<file path="src/rtl/bf_relax_engine_if.sv">
// Request/response handshake and 2R1W working-memory bus for the Bellman-Ford relax engine.
// Handshake: a request transfers on a rising edge where req_valid && req_ready; resp_valid is a one-cycle pulse per transfer.
interface bf_relax_engine_if;
   logic         req_valid;
   logic         req_ready;
   logic [15:0]  req_u;
   logic [15:0]  req_v;
   logic [15:0]  req_w;
   logic         resp_valid;
   logic         resp_updated;
   logic [12:0]  sram_raddr1;
   logic [12:0]  sram_raddr2;
   logic [127:0] sram_rdata1;
   logic [127:0] sram_rdata2;
   logic         sram_we;
   logic [12:0]  sram_waddr;
   logic [127:0] sram_wdata;

   // Engine side: masters the memory bus and answers edge requests.
   modport master (
      input  req_valid, req_u, req_v, req_w, sram_rdata1, sram_rdata2,
      output req_ready, resp_valid, resp_updated,
      output sram_raddr1, sram_raddr2, sram_we, sram_waddr, sram_wdata
   );

   // Client side: issues edge requests and hosts the memory.
   modport slave (
      output req_valid, req_u, req_v, req_w, sram_rdata1, sram_rdata2,
      input  req_ready, resp_valid, resp_updated,
      input  sram_raddr1, sram_raddr2, sram_we, sram_waddr, sram_wdata
   );
endinterface

</file>
<file path="src/rtl/bf_relax_engine.sv">
// Bellman-Ford edge relaxation engine: reads dist[u] and dist[v] in parallel and writes back
// dist[v] = dist[u] + w when strictly smaller. One request in flight; all outputs registered.
module bf_relax_engine #(
   parameter int READ_WAIT = 1,
   parameter int DIST_W    = 16,
   parameter int CNT_W     = 32
) (
   input  logic               clock,
   input  logic               reset_n,
   bf_relax_engine_if.master  bus,
   input  logic               clear_stats,
   output logic               changed,
   output logic [CNT_W-1:0]   update_count,
   output logic               busy,
   output logic [2:0]         dbgState
);

   localparam int         LANES     = 128 / DIST_W;
   localparam logic [2:0] WAIT_INIT = 3'(READ_WAIT);

   typedef enum logic [2:0] {
      IDLE  = 3'd0,
      READ  = 3'd1,
      EVAL  = 3'd2,
      WRITE = 3'd3,
      DONE  = 3'd4
   } stateType;

   stateType          state;
   stateType          stateNext;
   logic [15:0]       uQ;
   logic [15:0]       vQ;
   logic [15:0]       wQ;
   logic [2:0]        waitCnt;
   logic [127:0]      word1;
   logic [127:0]      word2;
   logic [DIST_W-1:0] du;
   logic [DIST_W-1:0] dv;
   logic [DIST_W:0]   sum;
   logic              improve;
   logic [127:0]      mergedWord;

   assign dbgState = state;

   // Lane select and candidate; the 17-bit sum keeps a carry-out from ever looking smaller.
   always_comb begin
      du = '0;
      dv = '0;
      for (int i = 0; i < LANES; i++) begin
         if (uQ[2:0] == 3'(i)) du = word1[i*DIST_W +: DIST_W];
         if (vQ[2:0] == 3'(i)) dv = word2[i*DIST_W +: DIST_W];
      end
      sum     = {1'b0, du} + {1'b0, wQ};
      improve = (du != {DIST_W{1'b1}}) && (sum < {1'b0, dv}) && (uQ != vQ);
      mergedWord = word2;
      for (int i = 0; i < LANES; i++) begin
         if (vQ[2:0] == 3'(i)) mergedWord[i*DIST_W +: DIST_W] = sum[DIST_W-1:0];
      end
   end

   always_comb begin
      stateNext = state;
      case (state)
         IDLE:    if (bus.req_valid) stateNext = READ;
         READ:    if (waitCnt == 3'd1) stateNext = EVAL;
         EVAL:    stateNext = improve ? WRITE : DONE;
         WRITE:   stateNext = DONE;
         DONE:    stateNext = IDLE;
         default: stateNext = IDLE;
      endcase
   end

   always_ff @(posedge clock or negedge reset_n) begin
      if (!reset_n) begin
         state            <= IDLE;
         bus.req_ready    <= 1'b1;
         bus.resp_valid   <= 1'b0;
         bus.resp_updated <= 1'b0;
         bus.sram_raddr1  <= '0;
         bus.sram_raddr2  <= '0;
         bus.sram_we      <= 1'b0;
         bus.sram_waddr   <= '0;
         bus.sram_wdata   <= '0;
         busy             <= 1'b0;
         changed          <= 1'b0;
         update_count     <= '0;
         uQ               <= '0;
         vQ               <= '0;
         wQ               <= '0;
         waitCnt          <= '0;
         word1            <= '0;
         word2            <= '0;
      end else begin
         state <= stateNext;
         // Flags follow the next state so they are valid in the same cycle the state is.
         bus.req_ready    <= (stateNext == IDLE);
         busy             <= (stateNext != IDLE);
         bus.resp_valid   <= (stateNext == DONE);
         bus.resp_updated <= (stateNext == DONE) && (state == WRITE);
         bus.sram_we      <= (stateNext == WRITE);

         if (state == IDLE && bus.req_valid) begin
            uQ              <= bus.req_u;
            vQ              <= bus.req_v;
            wQ              <= bus.req_w;
            bus.sram_raddr1 <= bus.req_u[15:3];
            bus.sram_raddr2 <= bus.req_v[15:3];
            waitCnt         <= WAIT_INIT;
         end

         if (state == READ) begin
            waitCnt <= waitCnt - 3'd1;
            if (waitCnt == 3'd1) begin
               word1 <= bus.sram_rdata1;
               word2 <= bus.sram_rdata2;
            end
         end

         // Write address/data are left untouched afterwards so they stay stable through DONE.
         if (state == EVAL && improve) begin
            bus.sram_waddr <= vQ[15:3];
            bus.sram_wdata <= mergedWord;
         end

         if (clear_stats) begin
            update_count <= '0;
            changed      <= 1'b0;
         end else if (state == WRITE) begin
            update_count <= update_count + CNT_W'(1);
            changed      <= 1'b1;
         end
      end
   end

endmodule

</file>
<file path="src/flat_wrapper.sv">
// flat-port wrapper written by rule: the top's interface ports become plain ports
module bf_relax_engine_flat 
#(
   parameter int READ_WAIT = 1,
   parameter int DIST_W    = 16,
   parameter int CNT_W     = 32
)
  (clock, reset_n, clear_stats, changed, update_count, busy, dbgState, bus_req_valid, bus_req_u, bus_req_v, bus_req_w, bus_sram_rdata1, bus_sram_rdata2, bus_req_ready, bus_resp_valid, bus_resp_updated, bus_sram_raddr1, bus_sram_raddr2, bus_sram_we, bus_sram_waddr, bus_sram_wdata);
  bf_relax_engine_if bus_i ();
  input  logic clock;
  input  logic reset_n;
  input  logic clear_stats;
  output logic changed;
  output logic [CNT_W-1:0] update_count;
  output logic busy;
  output logic [2:0] dbgState;
  input wire logic [$bits(bus_i.req_valid)-1:0] bus_req_valid;
  input wire logic [$bits(bus_i.req_u)-1:0] bus_req_u;
  input wire logic [$bits(bus_i.req_v)-1:0] bus_req_v;
  input wire logic [$bits(bus_i.req_w)-1:0] bus_req_w;
  input wire logic [$bits(bus_i.sram_rdata1)-1:0] bus_sram_rdata1;
  input wire logic [$bits(bus_i.sram_rdata2)-1:0] bus_sram_rdata2;
  output wire logic [$bits(bus_i.req_ready)-1:0] bus_req_ready;
  output wire logic [$bits(bus_i.resp_valid)-1:0] bus_resp_valid;
  output wire logic [$bits(bus_i.resp_updated)-1:0] bus_resp_updated;
  output wire logic [$bits(bus_i.sram_raddr1)-1:0] bus_sram_raddr1;
  output wire logic [$bits(bus_i.sram_raddr2)-1:0] bus_sram_raddr2;
  output wire logic [$bits(bus_i.sram_we)-1:0] bus_sram_we;
  output wire logic [$bits(bus_i.sram_waddr)-1:0] bus_sram_waddr;
  output wire logic [$bits(bus_i.sram_wdata)-1:0] bus_sram_wdata;
  assign bus_i.req_valid = bus_req_valid;
  assign bus_i.req_u = bus_req_u;
  assign bus_i.req_v = bus_req_v;
  assign bus_i.req_w = bus_req_w;
  assign bus_i.sram_rdata1 = bus_sram_rdata1;
  assign bus_i.sram_rdata2 = bus_sram_rdata2;
  assign bus_req_ready = bus_i.req_ready;
  assign bus_resp_valid = bus_i.resp_valid;
  assign bus_resp_updated = bus_i.resp_updated;
  assign bus_sram_raddr1 = bus_i.sram_raddr1;
  assign bus_sram_raddr2 = bus_i.sram_raddr2;
  assign bus_sram_we = bus_i.sram_we;
  assign bus_sram_waddr = bus_i.sram_waddr;
  assign bus_sram_wdata = bus_i.sram_wdata;
  bf_relax_engine #(.READ_WAIT(READ_WAIT), .DIST_W(DIST_W), .CNT_W(CNT_W)) u_core (.clock(clock), .reset_n(reset_n), .bus(bus_i), .clear_stats(clear_stats), .changed(changed), .update_count(update_count), .busy(busy), .dbgState(dbgState));
endmodule
</file>
<file path="config.mk">
export PLATFORM = sky130hd
export DESIGN_NAME = bf_relax_engine_flat
export DESIGN_NICKNAME = d
export VERILOG_FILES = /design/src/rtl/bf_relax_engine_if.sv /design/src/rtl/bf_relax_engine.sv /design/src/flat_wrapper.sv
export SDC_FILE = /design/constraint.sdc
export NUM_CORES = 1
export LEC_CHECK = 0
export ABC_CLOCK_PERIOD_IN_PS = 6200
export CORE_MARGIN = 5
export CORE_UTILIZATION = 45
export DETAILED_ROUTE_END_ITERATION = 8
export PLACE_DENSITY = 0.84
export SLEW_MARGIN = 20
export SYNTH_ARGS = -nofsm -noshare
export SYNTH_HDL_FRONTEND = slang
export SYNTH_SLANG_ARGS = --single-unit
</file>
<file path="constraint.sdc">
create_clock -name clock -period 6.2 [get_ports clock]
set_clock_uncertainty 0.1 [all_clocks]
set_input_delay 1.24 -clock clock [delete_from_list [all_inputs] [get_ports clock]]
set_output_delay 1.24 -clock clock [all_outputs]
set_load 0.01 [all_outputs]
</file>
==> flow_summary.json <==
{
  "outcome": "finished, final reports clean",
  "num_rows": 83,
  "syn-cell-area_um2": 23430,
  "area_delta_synth_final_pct": 32.89,
  "setup_slack_ns": 0.3401,
  "finalHoldViolCount": 0,
  "detail_route.wl_per_cell_um": 25.44,
  "multi_input_area_um2": 10420,
  "final.min_clock_period_ns": 5.860,
  "p_leak_nw": 13.30,
  "antenna_found_initial": 24,
  "worstMarginPinSlew_ns": 1.114,
  "dr_wl_met3_um": 7506,
  "maxSlewViolCount": 0,
  "dp_slack_ns": 0.05125,
  "powerDensity_nw_per_um2": 696.8,
  "ios": 516,
  "placedCellCount": 3058,
  "drive_gt1_frac": 0.2325,
  "critPathArrivalTime_ns": 6.25,
  "wl_met1_um": 30970,
  "track_usage": 0.2736,
  "port_buffers": 515,
  "synth.distinct_cells": 63,
  "ys_seq_area_frac": 0.5222,
  "clock.fmax_mhz": 170.7,
  "worstSetupPathType": "flip-flop to flip-flop",
  "critPathLaunchType": "flip-flop",
  "top_layer_used": "met5",
  "vias_per_cell": 5.719,
  "ff_latch_area_um2": 12240,
  "crit_path_cell_trace": "buf_12, buf_4, mux2_2, a221oi_1, a21oi_1, ha_1, o21ai_0, nand2b_1, a31oi_4, o21bai_2, mux2i_1, a2111oi_2, inv_1, ha_1, o21a_1, o21ai_0, a211oi_1, o2bb2ai_1, a41o_1, nor3_4, buf_12, buf_8, mux2_2",
  "wirelength_um": 80600,
  "yosys_warnings": 0,
  "rsz0062_at_grt": "no",
  "finalSetupViolCount": 0,
  "htreeDepth": 2,
  "drc_errors": 0,
  "grt_pass1_wl_um": 118800,
  "ant_nets": 0,
  "avgSynthCellArea_um2": 11.96,
  "synth_edf_count": 0,
  "critPathSlowestCell": "dfrtp_2",
  "core-area_um2": 51410,
  "die_w_um": 238.2,
  "drt_iter0_drc": 1673,
  "clk-insertion-delay-late_ns": 0.63,
  "crit_required_ns": 6.59,
  "end_kind": "flip-flop",
  "async_flop_share": 1.000,
  "postCtsSetupRepairBufs": 0,
  "clock_sinks": 489,
  "drtPass1Iterations": 8,
  "wl_met2_um": 38520,
  "cts_hold_buffers": 0,
  "cp.buffers_inverters": 5,
  "syn-num-nets": 2303,
  "grt-ovfl-total": 0,
  "ys_seq_elements": 489,
  "fin_setup_tns_ns": 0,
  "ys.flop_type": "dfrtp_1",
  "cp_top_family": "compound AO/OA/AOI/OAI gates",
  "hp-class": "flip-flop to flip-flop",
  "dieHeight_um": 238.2,
  "stdcell_count": 3168,
  "cts_tree": "built",
  "n_fill_cell": 3919,
  "clk_path_buf_depth": 3,
  "period_share": 0.9451,
  "vias": 18118,
  "timing.slew.headroom": 0.2576,
  "worstPathMaxFanout": 34,
  "grt_pass1_vias": 18998,
  "cap_viol_max_count": 0,
  "dp_hpwl_um": 59410,
  "holdWs_ns": 0.3938,
  "grt_max_degree": 134,
  "start_util": 0.4559,
  "cts.clk_slew.worst_paths_ns": 0.07,
  "synth_cells": 1960,
  "ir_drop_mv": 0.6919,
  "gp_congestion": 0.9146,
  "dieArea_um2": 56740,
  "critical_path.max_stage_delay_ns": 0.45,
  "fin_nets": 2775,
  "numCtsBuffers": 51,
  "cts-root-buf": "clkbuf_16"
}
metal layers:
layer  global-route usage  vias to the layer above
met4               0.1108                       20
li1                     -                     7900
met3              0.07571                      207
met5                    0                        -
met2               0.4450                      971
met1               0.3488                     9020
through the flow:
step	instance area, um2	power, mW	util
global route	31130	22.76	0.6056
global placement	29210	17.58	0.5682
finish	31140	21.70	0.6058
detailed placement	29210	18.09	0.5682
CTS	31020	21.47	0.6034
floorplan	23430	12.38	-
where the power goes:
part	internal, mW	switching, mW
clock	1.94	1.34
combinational	5.33	7.02
sequential	4.71	1.36
Yosys cell counts (14+ instances only):
master,number,share of area
a21oi_1,55,0.012
a22oi_1,14,0.0045
buf_2,14,0.0030
buf_4,30,0.0096
clkbuf_1,81,0.013
dfrtp_1,488,0.52
ha_1,34,0.018
inv_1,39,0.0062
mux2_1,57,0.027
mux2_2,409,0.20
mux2i_1,24,0.010
mux4_2,18,0.017
nand2_1,189,0.030
nand2b_1,19,0.0051
nand3_1,26,0.0056
nor2_1,71,0.011
o21ai_0,172,0.037
xor2_1,41,0.015
worst reg2reg max path: stages (launching register included):
cell and delay, ns:
dfrtp_2 0.45, buf_12 0.23, buf_4 0.21, mux2_2 0.36, a221oi_1 0.25, a21oi_1 0.14, ha_1 0.36, o21ai_0 0.22
nand2b_1 0.12, a31oi_4 0.24, o21bai_2 0.15, mux2i_1 0.18, a2111oi_2 0.41, inv_1 0.09, ha_1 0.30, o21a_1 0.17
o21ai_0 0.26, a211oi_1 0.10, o2bb2ai_1 0.14, a41o_1 0.26, nor3_4 0.18, buf_12 0.21, buf_8 0.24, mux2_2 0.38
layout by cell type (no fill, tap or decap), drive strengths merged, types with 13 or more instances in the layout:
| cell | n |
|---|---|
| nor2b | 13 |
| o22ai | 13 |
| inv | 43 |
| xor2 | 41 |
| mux2 | 466 |
| nor2 | 71 |
| nand2b | 19 |
| o21ai | 173 |
| dfrtp | 488 |
| diode | 15 |
| nand3 | 26 |
| buf | 46 |
| mux4 | 18 |
| clkbuf | 76 |
| a21oi | 55 |
| mux2i | 24 |
| clkdlybuf4s50 | 513 |
| a22oi | 14 |
| ha | 34 |
| nand2 | 189 |
worst paths after layout:
kind                                           startpoint                        end  slack (ns)  depth (start not counted)
worst min-delay path            u_core.bus.sram_wdata[70]  u_core.bus.sram_wdata[70]        0.39                          1
worst max-delay path                         u_core.uQ[0]   u_core.bus.sram_wdata[5]        0.34                         23
min in group asynchronous                         reset_n            u_core.word2[9]        0.54                          1
max in group asynchronous                         reset_n           u_core.word2[51]        4.16                          2
worst min register to register  u_core.bus.sram_wdata[70]  u_core.bus.sram_wdata[70]        0.39                          1
worst max register to register               u_core.uQ[0]   u_core.bus.sram_wdata[5]        0.34                         23
cell families (layout without fill, tap and decap cells):
kind of cell,after synthesis,in the layout,synth area share
AO/OA/AOI/OAI,320,320,0.07908
XOR/XNOR,53,53,0.01981
adder cells (fa/ha/maj),35,35,0.01901
buffers and inverters,181,694,0.03647
flip-flops,489,489,0.5222
multiplexers,508,508,0.2515
other,0,15,0
AND/OR/NAND/NOR,374,374,0.07192
layout make-up:
class                           instances  area share
Clock buffer                           75     0.04805
Clock inverter                         19    0.009964
Sequential cell                       489      0.3931
Inverter                               40    0.004821
Multi-Input combinational cell       1290      0.3346
Tap cell                              680     0.02732
Timing Repair Buffer                  560      0.1810
Antenna cell                           15    0.001205
sequential cells by signal, indices dropped and copies added, names as in the netlist, 3 cells and up:
signal,flops
u_core.bus.sram_waddr,13
u_core.bus.sram_wdata,128
u_core.dbgState,3
u_core.uQ,16
u_core.update_count,32
u_core.vQ,16
u_core.wQ,16
u_core.waitCnt,3
u_core.word1,128
u_core.word2,128
what timing repair did:
item | in CTS | in global routing
endpoints found under the setup margin | 0 | 133
resized for setup | 0 | 15
hold endpoints to repair | 0 | 0
Note: power is estimated with default switching activity, not from simulation.
